$ cat src/rtl/fsm_arb_pkg.sv
// Shared types and mode constants for the request/grant arbiter.
package fsm_arb_pkg;

  typedef enum logic [1:0] {
    ARB_IDLE  = 2'b00,
    ARB_GRANT = 2'b01
  } arb_state_t;

  localparam int ARB_FIXED = 0;
  localparam int ARB_RR    = 1;

endpackage

$ cat src/rtl/arb_pick.sv
// Combinational priority encoder: lowest set index, or first set index at/after
// rr_ptr (wrapping) when mode selects round robin.
import fsm_arb_pkg::*;

module arb_pick #(
  parameter int NUM_REQ = 4,
  parameter int ID_W    = $clog2(NUM_REQ)
) (
  input  logic [NUM_REQ-1:0] mask,
  input  logic [ID_W-1:0]    rr_ptr,
  input  logic               mode,
  output logic               found,
  output logic [ID_W-1:0]    index
);

  int start;
  int cand;

  // Scan from the farthest candidate back to the start so the last hit wins,
  // leaving the highest-priority requester in index.
  always_comb begin
    found = 1'b0;
    index = '0;
    start = (int'(mode) == ARB_RR) ? int'(rr_ptr) : 0;
    cand  = 0;
    for (int k = NUM_REQ - 1; k >= 0; k--) begin
      cand = start + k;
      if (cand >= NUM_REQ) cand = cand - NUM_REQ;
      if (mask[cand]) begin
        found = 1'b1;
        index = ID_W'(cand);
      end
    end
  end

endmodule

$ cat src/rtl/fsm_arbiter_rr.sv
// N-way request/grant arbiter: fixed or round-robin priority, direct handoff
// between owners, and an optional maximum-hold timeout forcing release.
import fsm_arb_pkg::*;

module fsm_arbiter_rr #(
  parameter int NUM_REQ  = 4,
  parameter int RR_MODE  = 0,
  parameter int MAX_HOLD = 0,
  parameter int ID_W     = $clog2(NUM_REQ)
) (
  input  logic               clock,
  input  logic               reset_n,
  input  logic [NUM_REQ-1:0] req,
  output logic [NUM_REQ-1:0] gnt,
  output logic               gnt_valid,
  output logic [ID_W-1:0]    gnt_id,
  output logic               hold_expired
);

  localparam logic MODE_BIT = (RR_MODE == ARB_RR);
  localparam int   CNT_W    = (MAX_HOLD > 0) ? $clog2(MAX_HOLD + 1) : 1;
  localparam logic [CNT_W-1:0] HOLD_MAX  = CNT_W'(MAX_HOLD);
  localparam logic [CNT_W-1:0] HOLD_LAST = (MAX_HOLD > 0) ? CNT_W'(MAX_HOLD - 1) : '0;

  arb_state_t         state, state_nxt;
  logic [NUM_REQ-1:0] gnt_nxt;
  logic               gnt_valid_nxt;
  logic [ID_W-1:0]    gnt_id_nxt;
  logic               hold_expired_nxt;
  logic [CNT_W-1:0]   hold_cnt, hold_cnt_nxt;
  logic [ID_W-1:0]    rr_ptr, rr_ptr_nxt;

  logic [NUM_REQ-1:0] owner_bit;
  logic [NUM_REQ-1:0] other_req;
  logic               own_req;
  logic               all_found, oth_found;
  logic [ID_W-1:0]    all_idx, oth_idx;
  logic               timeout;
  logic               take;
  logic [ID_W-1:0]    win;

  assign owner_bit = NUM_REQ'(1) << gnt_id;
  assign own_req   = |(req & owner_bit);
  assign other_req = req & ~owner_bit;

  arb_pick #(.NUM_REQ(NUM_REQ), .ID_W(ID_W)) u_pick_all (
    .mask   (req),
    .rr_ptr (rr_ptr),
    .mode   (MODE_BIT),
    .found  (all_found),
    .index  (all_idx)
  );

  arb_pick #(.NUM_REQ(NUM_REQ), .ID_W(ID_W)) u_pick_oth (
    .mask   (other_req),
    .rr_ptr (rr_ptr),
    .mode   (MODE_BIT),
    .found  (oth_found),
    .index  (oth_idx)
  );

  // Saturated counter still satisfies >=, so a late competitor is served at once.
  assign timeout = (MAX_HOLD != 0) && (hold_cnt >= HOLD_LAST) && oth_found && own_req;

  always_comb begin
    state_nxt        = state;
    gnt_nxt          = gnt;
    gnt_valid_nxt    = gnt_valid;
    gnt_id_nxt       = gnt_id;
    hold_expired_nxt = 1'b0;
    hold_cnt_nxt     = hold_cnt;
    rr_ptr_nxt       = rr_ptr;
    take             = 1'b0;
    win              = '0;

    case (state)
      ARB_IDLE: begin
        if (all_found) begin
          take = 1'b1;
          win  = all_idx;
        end else begin
          gnt_nxt       = '0;
          gnt_valid_nxt = 1'b0;
          gnt_id_nxt    = '0;
          hold_cnt_nxt  = '0;
        end
      end
      ARB_GRANT: begin
        if (!own_req) begin
          if (all_found) begin
            take = 1'b1;
            win  = all_idx;
          end else begin
            state_nxt     = ARB_IDLE;
            gnt_nxt       = '0;
            gnt_valid_nxt = 1'b0;
            gnt_id_nxt    = '0;
            hold_cnt_nxt  = '0;
          end
        end else if (timeout) begin
          take             = 1'b1;
          win              = oth_idx;
          hold_expired_nxt = 1'b1;
        end else if (hold_cnt < HOLD_MAX) begin
          hold_cnt_nxt = hold_cnt + 1'b1;
        end
      end
      default: begin
        state_nxt     = ARB_IDLE;
        gnt_nxt       = '0;
        gnt_valid_nxt = 1'b0;
        gnt_id_nxt    = '0;
        hold_cnt_nxt  = '0;
      end
    endcase

    if (take) begin
      state_nxt     = ARB_GRANT;
      gnt_nxt       = NUM_REQ'(1) << win;
      gnt_valid_nxt = 1'b1;
      gnt_id_nxt    = win;
      hold_cnt_nxt  = '0;
      if (MODE_BIT) rr_ptr_nxt = (win == ID_W'(NUM_REQ - 1)) ? '0 : win + 1'b1;
      else          rr_ptr_nxt = '0;
    end
  end

  always_ff @(posedge clock or negedge reset_n) begin
    if (!reset_n) begin
      state        <= ARB_IDLE;
      gnt          <= '0;
      gnt_valid    <= 1'b0;
      gnt_id       <= '0;
      hold_expired <= 1'b0;
      hold_cnt     <= '0;
      rr_ptr       <= '0;
    end else begin
      state        <= state_nxt;
      gnt          <= gnt_nxt;
      gnt_valid    <= gnt_valid_nxt;
      gnt_id       <= gnt_id_nxt;
      hold_expired <= hold_expired_nxt;
      hold_cnt     <= hold_cnt_nxt;
      rr_ptr       <= rr_ptr_nxt;
    end
  end

endmodule

$ cat config.mk
export PLATFORM = sky130hd
export DESIGN_NAME = fsm_arbiter_rr
export DESIGN_NICKNAME = d
export VERILOG_FILES = /design/src/rtl/fsm_arb_pkg.sv /design/src/rtl/arb_pick.sv /design/src/rtl/fsm_arbiter_rr.sv
export SDC_FILE = /design/constraint.sdc
export NUM_CORES = 1
export LEC_CHECK = 0
export CORE_AREA = 4 4 41 43
export DETAILED_ROUTE_END_ITERATION = 12
export DIE_AREA = 0 0 45 47
export PLACE_DENSITY_LB_ADDON = 0.05
export SLEW_MARGIN = 20
export SYNTH_ARGS = -nofsm -noshare
export SYNTH_HDL_FRONTEND = slang
export SYNTH_HIERARCHICAL = 1
export SYNTH_SLANG_ARGS = --single-unit
$ cat constraint.sdc
create_clock -name clock -period 3.1 [get_ports clock]
set_clock_uncertainty 0.05 [all_clocks]
set_input_delay 0.62 -clock clock [delete_from_list [all_inputs] [get_ports clock]]
set_output_delay 0.62 -clock clock [all_outputs]
set_load 0.02 [all_outputs]
==> flow_metrics.py, run 1 <==
metrics = {
    "worst_setup_path": {
        "worst_path_dominant_cell_family": "compound AO/OA/AOI/OAI gates",
        "crit_path_top_delay_cell": "clkdlybuf4s50_1",
        "crit_start": "req[0]",
        "crit_arrival_ps": 2340,
        "path_cells": "clkdlybuf4s50_1, inv_1, a22oi_1, a22oi_1, o221a_2, and3_1, mux2_2",
        "crit_cells": 7,
        "reg2reg_slack_ps": 1660,
        "crit_path_frequent_cell": "a22oi_1",
        "critPathCaptureType": "flop",
        "crit_type": "input port to flop",
        "critPathMaxStageDelay_ps": 570,
        "r2r-start": "gnt_id[0]",
        "critPathBufInv": 2,
        "cp-start-kind": "input port",
        "required_ps": 3180,
        "r2r_end": "gnt[3]",
        "critPathCapture": "gnt[3]",
        "r2r_cells": 3,
        "worstPathMaxFanout": 6,
    },
    "clock_tree": {
        "cts_root_buf": "clkbuf_4",
        "cts-htree-levels": 1,
        "clkLatencyLatePin_ps": 250,
        "ctsResizeCount": 0,
        "cts_buffers": 3,
        "cts_sinks": 8,
        "ctsLongestPathBuffers": 2,
        "post_cts.repair.setup_buffers": 0,
        "path_clk_slew_ps": 50,
        "cts_tree": "done",
        "cts_hold_buf": 0,
    },
    "yosys": {
        "synth_top_cells_by_count": "dfrtp_1, mux2_2, mux2i_1",
        "avgSynthCellArea_sq_um": 10.28,
        "synth_edf_count": 0,
        "synth_area_sq_um": 565.5,
        "syn_inst": 55,
        "yosysSeqAreaShare": 0.3540,
        "yosys_register_bits": 8,
        "ys_warn_count": 6,
        "synth_top_cell_area_share": 0.3540,
        "synth_area_leaders": "dfrtp_1, mux2_2, mux2i_1",
        "yosysTopAreaCell": "dfrtp_1",
        "async_flop_share": 1.000,
        "synth_cell_types": 30,
        "yosysMostFrequentCell": "dfrtp_1",
        "ys.flop_type": "dfrtp_1",
    },
    "timing": {
        "rsz0062_at_grt": "false",
        "hold_viol": 0,
        "finalSetupViolations": 0,
        "period_needed_ps": 2253,
        "hold_slack_ps": 456.6,
        "report.final.slew_viol_count": 0,
        "fin_crit_sh": 0.7267,
        "finalSetupTns_ps": 0,
        "setup_ws_ps": 847.2,
        "fmax_mhz": 443.9,
    },
    "placement": {
        "io_buffers": 12,
        "hpwl_um": 821.6,
        "place_congestion": 0.7336,
        "dp_slack_ps": 605.5,
    },
    "pwr": {
        "p_leak_nw": 0.3604,
        "total_power_mw": 0.4899,
        "vdd_drop_max_mv": 0.3500,
        "p_per_area_nw_per_um2": 634.6,
    },
    "finish": {
        "drive_above_1_share": 0.1765,
        "nNetsFinal": 93,
        "area.sequential_sq_um": 200.2,
        "multi_input_area_sq_um": 402.9,
        "fin_util": 0.5933,
        "area.growth.synth_to_final_pct": 36.50,
        "nFillCells": 128,
        "n_antenna_cell": 0,
    },
    "global_route": {
        "grt-busiest-layer": "met1",
        "grt_use_met1": 0.1748,
        "first_global_vias": 403,
        "antenna_found_initial": 0,
        "grt_usage": 0.1259,
        "grtUsageMet3": 0.07663,
        "grt_overflow": 0,
        "grt_max_degree": 10,
        "grt.met2_usage": 0.1610,
        "grt_pass1_wl_um": 1876,
    },
    "floorplanning": {
        "row_count": 13,
        "io_pins": 14,
        "initial_core_util": 0.4346,
        "core_sq_um": 1301,
        "die_w_um": 45,
        "die_h_um": 47,
        "dieArea_sq_um": 2115,
    },
    "route": {
        "drt_wl_total_um": 1090,
        "firstDrtPassIters": 4,
        "vias": 484,
        "drc": 0,
        "ant_nets": 0,
        "wire_per_inst_um": 10.90,
        "vias_per_cell": 4.840,
        "drt_iter0_markers": 11,
    },
    "outcome": {
        "status": "finished, final reports clean",
    },
    "job": {
        "maxCapViolations": 0,
    },
    "worst_hold_path": {
        "min_path_type": "flop to flop",
    },
}
==> registers in the layout, summed over array words and instances, names as in the netlist <==
register,count
gnt_valid,1
gnt_id,2
state,1
gnt,4
==> area by class of cell <==
cell class | count | share of cell area
timing repair buffer | 12 | 0.1556
multi-input combinational | 60 | 0.5219
tap | 15 | 0.02431
sequential | 8 | 0.2593
clock buffer | 3 | 0.02917
inverter | 2 | 0.009724
==> placed cells by master (no fill, tap or decap) <==
master	netlist	final
mux2i_1	4	4
nor3b_1	1	1
o211ai_1	1	1
clkdlybuf4s50_1	0	12
mux2_4	1	1
o221a_2	1	1
nand3_1	1	1
or2_2	1	1
or4_1	1	1
nand2_1	3	3
and4_2	1	1
nor2_1	3	3
or2b_2	1	1
a221o_1	1	1
inv_1	2	2
a22oi_1	2	2
and3b_1	3	3
o21ai_0	2	2
mux2_2	4	4
a21o_2	1	1
conb_1	1	18
o21ai_1	2	2
a211o_1	1	1
clkbuf_4	0	3
nand2b_1	1	1
and3_1	1	1
dfrtp_1	8	8
a21oi_1	3	3
o22ai_4	1	1
nor3b_2	1	1
==> routing by layer <==
| layer | vias up | routed length, um |
|---|---|---|
| met5 | - | 0 |
| met4 | 0 | 6 |
| met3 | 2 | 91 |
| met2 | 14 | 460 |
| met1 | 219 | 531 |
| li1 | 249 | - |
==> worst min path at each step <==
stage,start,end,slack [ps],cells after the start
3_5_place_dp,gnt[0],gnt[0],450,1
5_1_grt,gnt[3],gnt[3],480,1
3_3_place_gp,gnt[2],gnt[2],440,1
2_1_floorplan,reset_n,gnt[0],270,0
4_1_cts,gnt[3],gnt[3],460,1
6_report,gnt[2],gnt[2],460,1
==> metrics by stage <==
step / cells / area, sq um
after floorplan: 72 / 629.4
final: 100 / 772.0
after global routing: 100 / 772.0
after detailed placement: 97 / 749.5
after CTS: 100 / 772.0
after global placement: 97 / 749.5
==> logic make-up (layout without fill, tap and decap cells) <==
| logic type | Yosys count | after routing | synth area share |
|---|---|---|---|
| AO/OA/AOI/OAI | 15 | 15 | 0.2057 |
| buffers and inverters | 4 | 17 | 0.04647 |
| flip-flops | 8 | 8 | 0.3540 |
| multiplexers | 9 | 9 | 0.1770 |
| other | 1 | 18 | 0.006631 |
| AND/OR/NAND/NOR | 18 | 18 | 0.2102 |
==> where the power goes <==
| group | switching (mW) | total, mW | leakage, nW | internal, mW |
|---|---|---|---|---|
| Sequential | 0.0236 | 0.162 | 0.0949 | 0.138 |
| Clock | 0.0336 | 0.0778 | 0.0138 | 0.0442 |
| Combinational | 0.120 | 0.250 | 0.252 | 0.130 |
(Power assumes the default switching activity.)
==> inputs of run 2 (changes only) <==
CORE_AREA = not set   (was 4 4 41 43)
CORE_MARGIN = 4   (was not set)
CORE_UTILIZATION = 42   (was not set)
DIE_AREA = not set   (was 0 0 45 47)
clock period = 2.04 ns   (was 3.1 ns; I/O delays follow)
==> flow_metrics.py, run 2 (synthesis results as in run 1) <==
metrics = {
    "outcome": {
        "status": "finished, final reports clean",
    },
    "finish": {
        "largest_register_ffs": 4,
        "n_antenna_cell": 0,
        "drive_above_1_share": 0.2473,
        "top_register": "gnt",
        "final_common_cell": "conb_1",
        "nNetsFinal": 101,
        "area.growth.synth_to_final_pct": 47.35,
        "largest_registers": "gnt x4, gnt_id x2",
        "most-common-layout-cells": "conb_1, clkdlybuf4s50_1, dfrtp_1, buf_4",
    },
    "floorplanning": {
        "core_sq_um": 1186,
        "row_count": 12,
        "dieArea_sq_um": 1998,
        "die_h_um": 44.70,
        "io_pins": 14,
        "die_w_um": 44.70,
        "initial_core_util": 0.4768,
    },
    "timing": {
        "rsz0062_at_grt": "false",
        "period_needed_ps": 1910,
        "hold_viol": 0,
        "fin_crit_sh": 0.9361,
        "finalSetupViolations": 0,
        "finalSetupTns_ps": 0,
        "report.final.slew_viol_count": 0,
        "fmax_mhz": 523.7,
        "hold_slack_ps": 380.1,
    },
    "route": {
        "firstDrtPassIters": 4,
        "vias_per_cell": 5.056,
        "vias": 541,
        "ant_nets": 0,
        "drt_iter0_markers": 17,
        "drt_wl_total_um": 1416,
        "wire_per_inst_um": 13.23,
        "drc": 0,
    },
    "placement": {
        "hpwl_um": 1093,
        "io_buffers": 12,
        "place_congestion": 0.8012,
    },
    "clock_tree": {
        "cts_hold_buf": 0,
        "cts_tree": "done",
        "path_clk_slew_ps": 60,
        "cts-htree-levels": 1,
        "cts_sinks": 8,
        "cts_buffers": 3,
        "clkLatencyLatePin_ps": 260,
        "cts_root_buf": "clkbuf_4",
        "ctsLongestPathBuffers": 2,
    },
    "global_route": {
        "grt_use_met1": 0.2078,
        "grt_max_degree": 10,
        "grt_pass1_wl_um": 2490,
        "grt_overflow": 0,
        "first_global_vias": 538,
        "antenna_found_initial": 0,
        "grt.met2_usage": 0.2951,
        "grt_usage": 0.1752,
        "grt-busiest-layer": "met2",
        "grtUsageMet3": 0.05976,
    },
    "pwr": {
        "clkPwrFrac": 0.164,
        "vdd_drop_max_mv": 0.5539,
        "p_per_area_nw_per_um2": 926.6,
        "p_leak_nw": 0.4071,
        "seq_power_share": 0.321,
        "switching_share": 0.3722,
        "switching_power_mw": 0.2874,
        "p_int_mw": 0.4848,
        "p_comb_frac": 0.515,
    },
    "worst_setup_path": {
        "crit_type": "input port to flop",
        "crit_arrival_ps": 2000,
        "critPathCaptureType": "flop",
        "worstPathMaxFanout": 5,
        "required_ps": 2130,
        "cp-start-kind": "input port",
    },
    "job": {
        "maxCapViolations": 0,
    },
    "worst_hold_path": {
        "min_path_type": "input port to asynchronous set/reset pin",
    },
}
[run 2: worst max-delay path, cell delays in order]
cell and delay (ps):
clkdlybuf4s50_1 570, nor2_1 80, a211o_1 260, a21oi_1 140, nor2_1 100, and3_1 190, mux2_2 250
[run 2: stage by stage]
stage                       util  setup WS (ps)  area [sq um]  std cells  total power [mW]
final                     0.7025          130.4         833.3        107            0.7722
after global routing      0.7025          75.53         833.3        107            0.8216
after CTS                 0.7004          26.79         830.8        107            0.7767
after detailed placement  0.6814         -245.8         808.3        104            0.6455
after global placement    0.6814         -167.5         808.3        104            0.6373
after floorplan                -          418.8         629.4         72            0.4912
[run 2: layout make-up]
type                    count  area [sq um]
clock buffers               3         22.52
fillers                   104         352.8
well taps                  14         17.52
flip-flops and latches      8         200.2
multi-input cells          60         402.9
inverters                   2         7.507
repair buffers             20         182.7
[run 2: power groups by stage]
stage / Sequential [mW] / Combinational, mW / Clock, mW
after CTS: 0.248 / 0.397 / 0.132
final: 0.248 / 0.397 / 0.127
after detailed placement: 0.250 / 0.396 / 0
after global placement: 0.248 / 0.389 / 0
after floorplan: 0.308 / 0.184 / 0
after global routing: 0.256 / 0.422 / 0.143
[run 2: final timing paths]
kind / end / cells after the start / start / slack [ps]
worst max register to register: gnt_valid / 3 / gnt_id[0] / 590
min in group clock: gnt[2] / 1 / gnt[2] / 460
max in group asynchronous: gnt_valid / 1 / reset_n / 1290
worst min register to register: gnt[2] / 1 / gnt[2] / 460
worst min-delay path: gnt_id[0] / 1 / reset_n / 380
worst max-delay path: gnt[3] / 7 / req[1] / 130
[run 2: what timing repair did]
action                                  in CTS  in global routing
endpoints found under the setup margin       0                  2
gates resized for setup                      0                  1
buffers inserted                             0                  0
[run 2: per-layer routing]
metal	share of wire	up-vias
li1	-	262
met1	0.44	255
met2	0.48	17
met3	0.051	7
met4	0.027	0
met5	0	-
